===== src/rtl/unit_control_mc.sv =====
// Multicycle control sequencer for the lapido core: IF/ID/EX/MEM/WB with memory
// ready handshakes, fetch hold, data-memory timeout, illegal-type detection and retire count.
module unit_control_mc #(
    parameter int              OP_W     = 5,
    parameter int              TYPE_W   = 3,
    parameter int              CNT_W    = 16,
    parameter int              MEM_TO   = 8,
    parameter logic [OP_W-1:0] ALU_PASS = '0
) (
    input  logic              CLK,
    input  logic              RST,
    input  logic [TYPE_W-1:0] instr_type,
    input  logic [OP_W-1:0]   op,
    input  logic              cond_ok,
    input  logic              I_RDY,
    input  logic              D_RDY,
    input  logic              HOLD,
    output logic [2:0]        STATE_O,
    output logic [OP_W-1:0]   OP_ALU,
    output logic [2:0]        OP_TF,
    output logic              OP_SE,
    output logic              S_MXSE,
    output logic              W_MI,
    output logic              R_DM,
    output logic              W_DM,
    output logic              W_RB,
    output logic              W_RF,
    output logic [2:0]        S_RF,
    output logic [1:0]        S_MXRB,
    output logic              S_MXPC,
    output logic              W_PC,
    output logic              ILLEGAL,
    output logic              FAULT,
    output logic [CNT_W-1:0]  RETIRED
);

    typedef enum logic [2:0] {
        S_IF = 3'b000, S_ID = 3'b001, S_EX = 3'b011, S_MEM = 3'b010, S_WB = 3'b110
    } state_t;

    // Branch is encoded 0 so the reset value of the class register is harmless.
    typedef enum logic [2:0] {
        C_BR, C_ALU, C_LOAD, C_STORE, C_CONST, C_ILL
    } cls_t;

    localparam int TO_W = (MEM_TO > 1) ? $clog2(MEM_TO) : 1;

    state_t           state, nxt;
    cls_t             cls_q;
    logic [OP_W-1:0]  op_q;
    logic             cond_q;
    logic             fault_q;
    logic [TO_W-1:0]  to_cnt;
    logic [CNT_W-1:0] ret_q;
    logic             mem_to;

    // The type field is widened so any bits above the decoded three can be tested for zero.
    function automatic cls_t classify(input logic [TYPE_W-1:0] t);
        logic [31:0] tx;
        tx = 32'(t);
        if (tx[31:3] != '0) return C_ILL;
        case (tx[2:0])
            3'b001:  return C_ALU;
            3'b010:  return C_LOAD;
            3'b100:  return C_STORE;
            3'b110:  return C_CONST;
            3'b000:  return C_BR;
            default: return C_ILL;
        endcase
    endfunction

    function automatic logic [2:0] flag_mode(input logic [OP_W-1:0] o);
        if (o == OP_W'(5'b10011) || o == OP_W'(5'b11111)) return 3'b000;
        if (o == OP_W'(5'b10000))                          return 3'b001;
        if (o[4:3] == 2'b01)                               return 3'b011;
        if (o[4:3] == 2'b00)                               return 3'b100;
        return 3'b010;
    endfunction

    // D_RDY in the final allowed cycle still counts as success.
    assign mem_to  = (MEM_TO != 0) && (to_cnt == TO_W'(MEM_TO - 1)) && !D_RDY;
    assign STATE_O = state;
    assign RETIRED = ret_q;

    always_ff @(posedge CLK or posedge RST) begin
        if (RST) state <= S_IF;
        else     state <= nxt;
    end

    always_comb begin
        nxt = state;
        case (state)
            S_IF:    if (I_RDY && !HOLD) nxt = S_ID;
            S_ID:    nxt = S_EX;
            S_EX:    nxt = (cls_q == C_LOAD || cls_q == C_STORE) ? S_MEM : S_WB;
            S_MEM:   if (D_RDY || mem_to) nxt = S_WB;
            S_WB:    nxt = S_IF;
            default: nxt = S_IF;
        endcase
    end

    always_ff @(posedge CLK or posedge RST) begin
        if (RST) begin
            cls_q   <= C_BR;
            op_q    <= '0;
            cond_q  <= 1'b0;
            fault_q <= 1'b0;
            to_cnt  <= '0;
            ret_q   <= '0;
        end else begin
            case (state)
                S_ID: begin
                    cls_q <= classify(instr_type);
                    op_q  <= op;
                end
                S_EX: begin
                    cond_q <= cond_ok;
                    to_cnt <= '0;
                end
                S_MEM: begin
                    if (mem_to)      fault_q <= 1'b1;
                    else if (!D_RDY) to_cnt  <= to_cnt + 1'b1;
                end
                S_WB: begin
                    ret_q   <= ret_q + 1'b1;
                    fault_q <= 1'b0;
                end
                default: ;
            endcase
        end
    end

    always_comb begin
        OP_ALU  = '0;
        OP_TF   = 3'b000;
        OP_SE   = 1'b0;
        S_MXSE  = 1'b0;
        W_MI    = 1'b0;
        R_DM    = 1'b0;
        W_DM    = 1'b0;
        W_RB    = 1'b0;
        W_RF    = 1'b0;
        S_RF    = 3'b000;
        S_MXRB  = 2'b00;
        S_MXPC  = 1'b0;
        W_PC    = 1'b0;
        ILLEGAL = 1'b0;
        FAULT   = 1'b0;
        if (!RST) begin
            case (state)
                S_IF: W_MI = I_RDY && !HOLD;
                S_EX: begin
                    case (cls_q)
                        C_ALU: begin
                            OP_ALU = op_q;
                            OP_TF  = 3'b111;
                        end
                        C_LOAD, C_STORE, C_CONST: begin
                            OP_ALU = ALU_PASS;
                            OP_SE  = 1'b1;
                            S_MXSE = 1'b1;
                        end
                        C_BR:    OP_TF = op_q[2:0];
                        default: ;
                    endcase
                end
                S_MEM: begin
                    R_DM = (cls_q == C_LOAD);
                    W_DM = (cls_q == C_STORE);
                end
                S_WB: begin
                    W_PC  = 1'b1;
                    FAULT = fault_q;
                    case (cls_q)
                        C_ALU: begin
                            W_RB   = 1'b1;
                            S_MXRB = 2'b10;
                            W_RF   = 1'b1;
                            S_RF   = flag_mode(op_q);
                        end
                        C_LOAD: begin
                            W_RB   = !fault_q;
                            S_MXRB = fault_q ? 2'b00 : 2'b01;
                        end
                        C_CONST: begin
                            W_RB   = 1'b1;
                            S_MXRB = 2'b10;
                        end
                        C_BR:    S_MXPC  = cond_q;
                        C_ILL:   ILLEGAL = 1'b1;
                        default: ;
                    endcase
                end
                default: ;
            endcase
        end
    end

endmodule

===== config.mk =====
export PLATFORM = sky130hd
export DESIGN_NAME = unit_control_mc
export DESIGN_NICKNAME = d
export VERILOG_FILES = /design/src/rtl/unit_control_mc.sv
export SDC_FILE = /design/constraint.sdc
export NUM_CORES = 1
export LEC_CHECK = 0
export BUFFER_PORTS_ARGS = -buffer_cell sky130_fd_sc_hd__clkbuf_2
export CORE_ASPECT_RATIO = 0.9
export CORE_UTILIZATION = 45
export CTS_CLUSTER_SIZE = 20
export DETAILED_ROUTE_END_ITERATION = 7
export PLACE_DENSITY = 0.75
export SYNTH_ARGS = -nofsm -noshare
export SYNTH_HDL_FRONTEND = slang
export SYNTH_SLANG_ARGS = --single-unit

===== constraint.sdc =====
create_clock -name CLK -period 1.5 [get_ports CLK]
set_input_delay 0.15 -clock CLK [delete_from_list [all_inputs] [get_ports CLK]]
set_output_delay 0.15 -clock CLK [all_outputs]
set_load 0.005 [all_outputs]

; ---- Yosys cells after proc, flatten, opt, wreduce, memory -nomap -nowiden
; Cells that the tools add are included.
[totals]
output_inout_bits = 43
input_bits = 14
regBits = 32
elab_cells = 129
[op_classes]
reduce_logical = 19
mux = 78
add_sub_neg = 2
eq_ne = 23
[op_table]
columns = cell, n
row1 = $mux 3, 18
row2 = $mux 1, 48
row3 = $eq 3x3->1 const B, 6
row4 = $add 16x1->16 const B, 1
row5 = $eq 3x2->1 const B, 5
row6 = $eq 5x5->1 const B, 3
row7 = $mux 5, 3
row8 = $pmux 3 s5, 1
row9 = $pmux 3 s2, 2
row10 = $pmux 3 s4, 1
row11 = $ne 2x2->1 const B, 5
row12 = $eq 3x1->1 const B, 3
row13 = $logic_not 3->1, 3
row14 = $mux 2, 2
row15 = $pmux 1 s2, 2
row16 = $pmux 2 s2, 1
row17 = $reduce_and 2->1, 2
row18 = $reduce_bool 2->1, 2
row19 = $add 3x1->3 const B, 1
row20 = $logic_not 1->1, 3
row21 = $logic_or 1x1->1, 3
row22 = $reduce_and 3->1, 1
row23 = $reduce_or 3->1, 1
row24 = $eq 2x1->1 const B, 1
row25 = 3 further kinds, 4

; ---- Depth between registers and ports, before layout
[logic_depth]
depth_word = 28
mapped_depth = 6
mapped_depth_nobuf = 5

; ---- Worst setup path before layout
; No wires, ideal clock.
[synth_path]
kind = reg-to-reg
startpoint = reg state[0] (netlist: STATE_O[0])
endpoint = reg ret_q[14] (netlist: RETIRED[14])
slack_ns = -0.172
stages_incl_launch_ff = 7
path_buffers = 2
setup_time_ns = 0.124
arrival_ns = 1.548
period_less_slack_ns = 1.672
required_ns = 1.376
cell_sequence = dfrtp_1 > buf_6 > and3b_1 > buf_6 > nand2_4 > or4_4 > xnor2_2
[synth_via]
elab_chain_cells = 1
[synth_rtl]
columns = item, line_no
row1 = "start, declared", 48  ; state_t state, nxt;
row2 = "start signal, assigned", 87  ; else state <= nxt;
row3 = $eq 3x3->1, 111  ; case (state)
row4 = "end signal, assigned", 125  ; ret_q <= ret_q + 1'b1;
row5 = "end, declared", 54  ; logic [CNT_W-1:0] ret_q;
; No other way between the ends.
; A chain may end at the register's enable or synchronous reset.

; ---- Worst setup path after layout
[layout_path]
startpoint = reg op_q[0]
endpoint = out S_RF[0]
[layout_via]
elab_chain_cells = 11
elab_cells_between_ends = 23
classes_between = eq/ne (3) / mux (19) / reduce/logical (1)
[layout_rtl]
columns = item, line_no
row1 = "start, declared", 50  ; logic [OP_W-1:0] op_q;
row2 = "start signal, assigned", 114  ; op_q <= op;
row3 = $eq 5x5->1, 74  ; if (o == OP_W'(5'b10000)) return 3'b001;
row4 = $mux 3 / $mux 1 (equally long branches), 74
row5 = $mux 3 / $mux 1 (equally long branches), "75, 74"
row6 = $mux 3 / $mux 1 (equally long branches), "76, 174"
row7 = $mux 3 / $mux 1 (equally long branches), "77, 150"
row8 = $mux 3 / $mux 1 (equally long branches), "76, 149"
row9 = $mux 3, 75  ; if (o[4:3] == 2'b01) return 3'b011;
row10 = $mux 3 *, 74
row11 = $mux 3 *, 174  ; case (cls_q)
row12 = $mux 3 *, 150  ; case (state)
row13 = $mux 3 *, 149  ; if (!RST) begin
row14 = "end, declared", 28  ; output logic [2:0] S_RF,
; Every way passes the cells marked *; elsewhere a longest branch is shown, timed or not. The select of a mux whose other input is x is not followed.

==> impl_metrics.json <==
{
  "grt_pass1_vias": 1739,
  "dp.cells": 298,
  "tritoncts": "done",
  "peakVddDrop_v": 0.00113,
  "syn_nets": 189,
  "crit_chain": "or3_4 > or3b_4 > a21oi_2 > buf_2",
  "dpl.hpwl_um": 3000,
  "num_antenna_cells": 0,
  "hold_class": "primary input to flop",
  "final_layout_size_suffix_gt1_share_pct": 65.2,
  "firstDrtPassIters": 4,
  "grt_max_degree": 20,
  "dieArea_sq_mm": 0.00406,
  "swShare_pct": 36.4,
  "ant_nets": 0,
  "final_cell_count_no_fill": 326,
  "vias": 1858,
  "syn-cell-area_sq_mm": 0.00172,
  "final-setup-viol-count": 45,
  "dpl_worst_slack_ps": -122,
  "synth_seq_cells": 32,
  "critPathArrivalTime_ps": 1660,
  "fin_crit_ps": 1810,
  "status": "finished, violations left",
  "grt_setup_unrepaired": "yes",
  "path_delay_family": "simple AND/OR/NAND/NOR gates",
  "tightest_slew_ps": 318,
  "drv_cap": 0,
  "crit_path_start_kind": "flop",
  "wl_um": 6390,
  "slew_headroom_pct": 78.5,
  "drtIter0Drc": 127,
  "r2r-start": "STATE_O[0]",
  "antenna_found_initial": 0,
  "drc": 0,
  "rows": 20,
  "cellInternalPower_mw": 3.04,
  "path_max_fanout": 2,
  "gp_congestion": 0.844,
  "fmax_mhz": 552,
  "clock_path_buffers": 2,
  "synthCells": 172,
  "fin_tns_setup_ps": -5320,
  "core-area_sq_mm": 0.00350,
  "power_density_mw_per_mm2": 1580,
  "htreeDepth": 2,
  "yosysWarnings": 0,
  "final_core_util_pct": 86.2,
  "worstPathRequired_ps": 1350,
  "fin_ws_ps": -313,
  "period_share_pct": 121,
  "min_from": "op[4]",
  "end_kind": "output pin",
  "io_pins": 57,
  "final_hold_viol_count": 0,
  "die_w_um": 67.1,
  "wl_per_cell_um": 19.6,
  "grt.total_usage_pct": 27.6,
  "violations": "negative setup slack",
  "viasPerCell": 5.70,
  "power_leakage_nw": 1.54,
  "overflow": 0,
  "grt_pass1_wl_um": 8020,
  "critPathKind": "flop to output pin",
  "crit_buf_inv": 1,
  "p_switching_mw": 1.74,
  "cts_inserted_buffers": 5,
  "seqPwrFrac_pct": 29.0,
  "drv_slew": 0,
  "die_h_um": 60.6,
  "clk_pin_slew_ps": 70,
  "initial_core_util_pct": 49.0,
  "synth_cell_types": 36,
  "slowest_stage": "or3_4",
  "fin_skew_ps": 13.9,
  "cts_sinks": 32,
  "slowest_delay_ps": 390,
  "seq_area_frac_synth_pct": 46.7,
  "portBuffers": 56,
  "area_growth_pct": 76.0,
  "syn_area_per_cell_sq_um": 9.97,
  "cts_root_buffer": "clkbuf_8",
  "critPathLaunch": "op_q[0]",
  "clk_latency_ps": 300,
  "fin_nets": 298,
  "combPwrFrac_pct": 51.7,
  "clockPowerShare_pct": 19.4
}
metal layers:
metal | GRT usage, % | vias to the layer above | wire (um)
met3 | 6.58 | 33 | 340
met4 | 15.5 | 0 | 328
met1 | 30.4 | 927 | 2380
met5 | 0 | - | 0
li1 | - | 806 | -
met2 | 49.0 | 92 | 3340
registers in the layout (all words and copies together), names as in the netlist:
signal / flops
RETIRED: 16
STATE_O: 3
cls_q: 3
cond_q: 1
fault_q: 1
op_q: 5
to_cnt: 3
logic make-up (layout without fill, tap and decap cells):
group                    count (synthesis)  in the layout  synth area share [%]
AND/OR/NAND/NOR                         85             85                  27.5
XOR/XNOR                                17             17                  9.12
buffers and inverters                   13            123                  4.16
adder cells (fa/ha/maj)                  4              4                  2.77
AO/OA/AOI/OAI                           12             12                  3.87
multiplexers                             9              9                  5.91
flip-flops                              32             32                  46.7
placed cells by master, fill, tap and decap left out, types with 6 or more instances in the layout:
| cell | netlist | routed |
|---|---|---|
| buf_6 | 2 | 25 |
| xnor2_1 | 12 | 9 |
| buf_4 | 2 | 26 |
| nor2_1 | 17 | 9 |
| mux2_4 | 0 | 8 |
| dfrtp_1 | 32 | 28 |
| nand2_1 | 13 | 10 |
| clkbuf_8 | 0 | 7 |
| nor2_4 | 0 | 6 |
| buf_2 | 0 | 11 |
| clkbuf_2 | 0 | 43 |
what timing repair did:
item | CTS | global route
setup endpoints to repair | 34 | 47
gates resized for setup | 50 | 70
gates cloned | 0 | 1
pin swaps | 33 | 27
hold buffers | 1 | 0
endpoints found under the hold margin | 32 | 0
setup buffers | 13 | 10
cells in the mapped netlist:
library cell  instances  area (sq um)
nor4_1                2          12.5
and4_1                1          8.76
nor4b_1               2          17.5
nand2_4               1          11.3
maj3_1                1          10.0
ha_1                  3          37.5
mux2_2                9           101
or3b_2                2          17.5
nor2_1               17          63.8
and3b_1               1          8.76
or3_1                 2          12.5
dfrtp_1              32           801
xnor2_2               1          16.3
xnor2_1              12           105
nand2_1              13          48.8
buf_4                 2          15.0
inv_1                 7          26.3
a311oi_1              1          8.76
buf_6                 2          22.5
nor3b_1               1          7.51
nor3_2                1          10.0
and3_1                4          25.0
xor2_1                4          35.0
o21a_1                1          7.51
and3_2                1          7.51
nor2b_1               4          25.0
o21ai_0               3          15.0
clkbuf_1              2          7.51
and4b_1               1          10.0
nor3_1                6          30.0
nand2b_1              4          25.0
a21oi_1               7          35.0
nand3_1              10          50.1
nand4_1               4          25.0
and2_1                7          43.8
or4_4                 1          11.3
worst paths after layout:
check | end | slack (ps) | cells after the start
max in group asynchronous | STATE_O[0] | 740 | 4
min reg2reg | RETIRED[15] | 500 | 1
min in group asynchronous | cond_q | 500 | 4
max reg2reg | RETIRED[14] | -180 | 5
max | S_RF[0] | -310 | 4
min | op_q[4] | 90 | 2
cell type report:
cell class	count	area, sq um
multi-input cells	127	1200
flip-flops and latches	32	806
clock buffers	7	96.3
fillers	162	484
well taps	44	55.1
repair buffers	108	802
clock inverters	1	30.0
inverters	7	31.3
power groups by stage:
stage	clock network (mW)	logic, mW	registers (mW)
floorplan	0	0.827	1.32
global placement	0	1.43	1.32
detailed placement	0	1.44	1.34
CTS	0.926	1.93	1.34
global route	0.970	2.62	1.40
finish	0.927	2.47	1.38
metrics by stage:
step	total power, mW	area (sq um)	hold slack (ps)
floorplan	2.15	1760	266
global placement	2.75	2300	193
detailed placement	2.78	2300	198
CTS	4.20	2710	84.8
global route	5.00	3020	89.3
finish	4.78	3020	86.1
(Power assumes the default switching activity.)
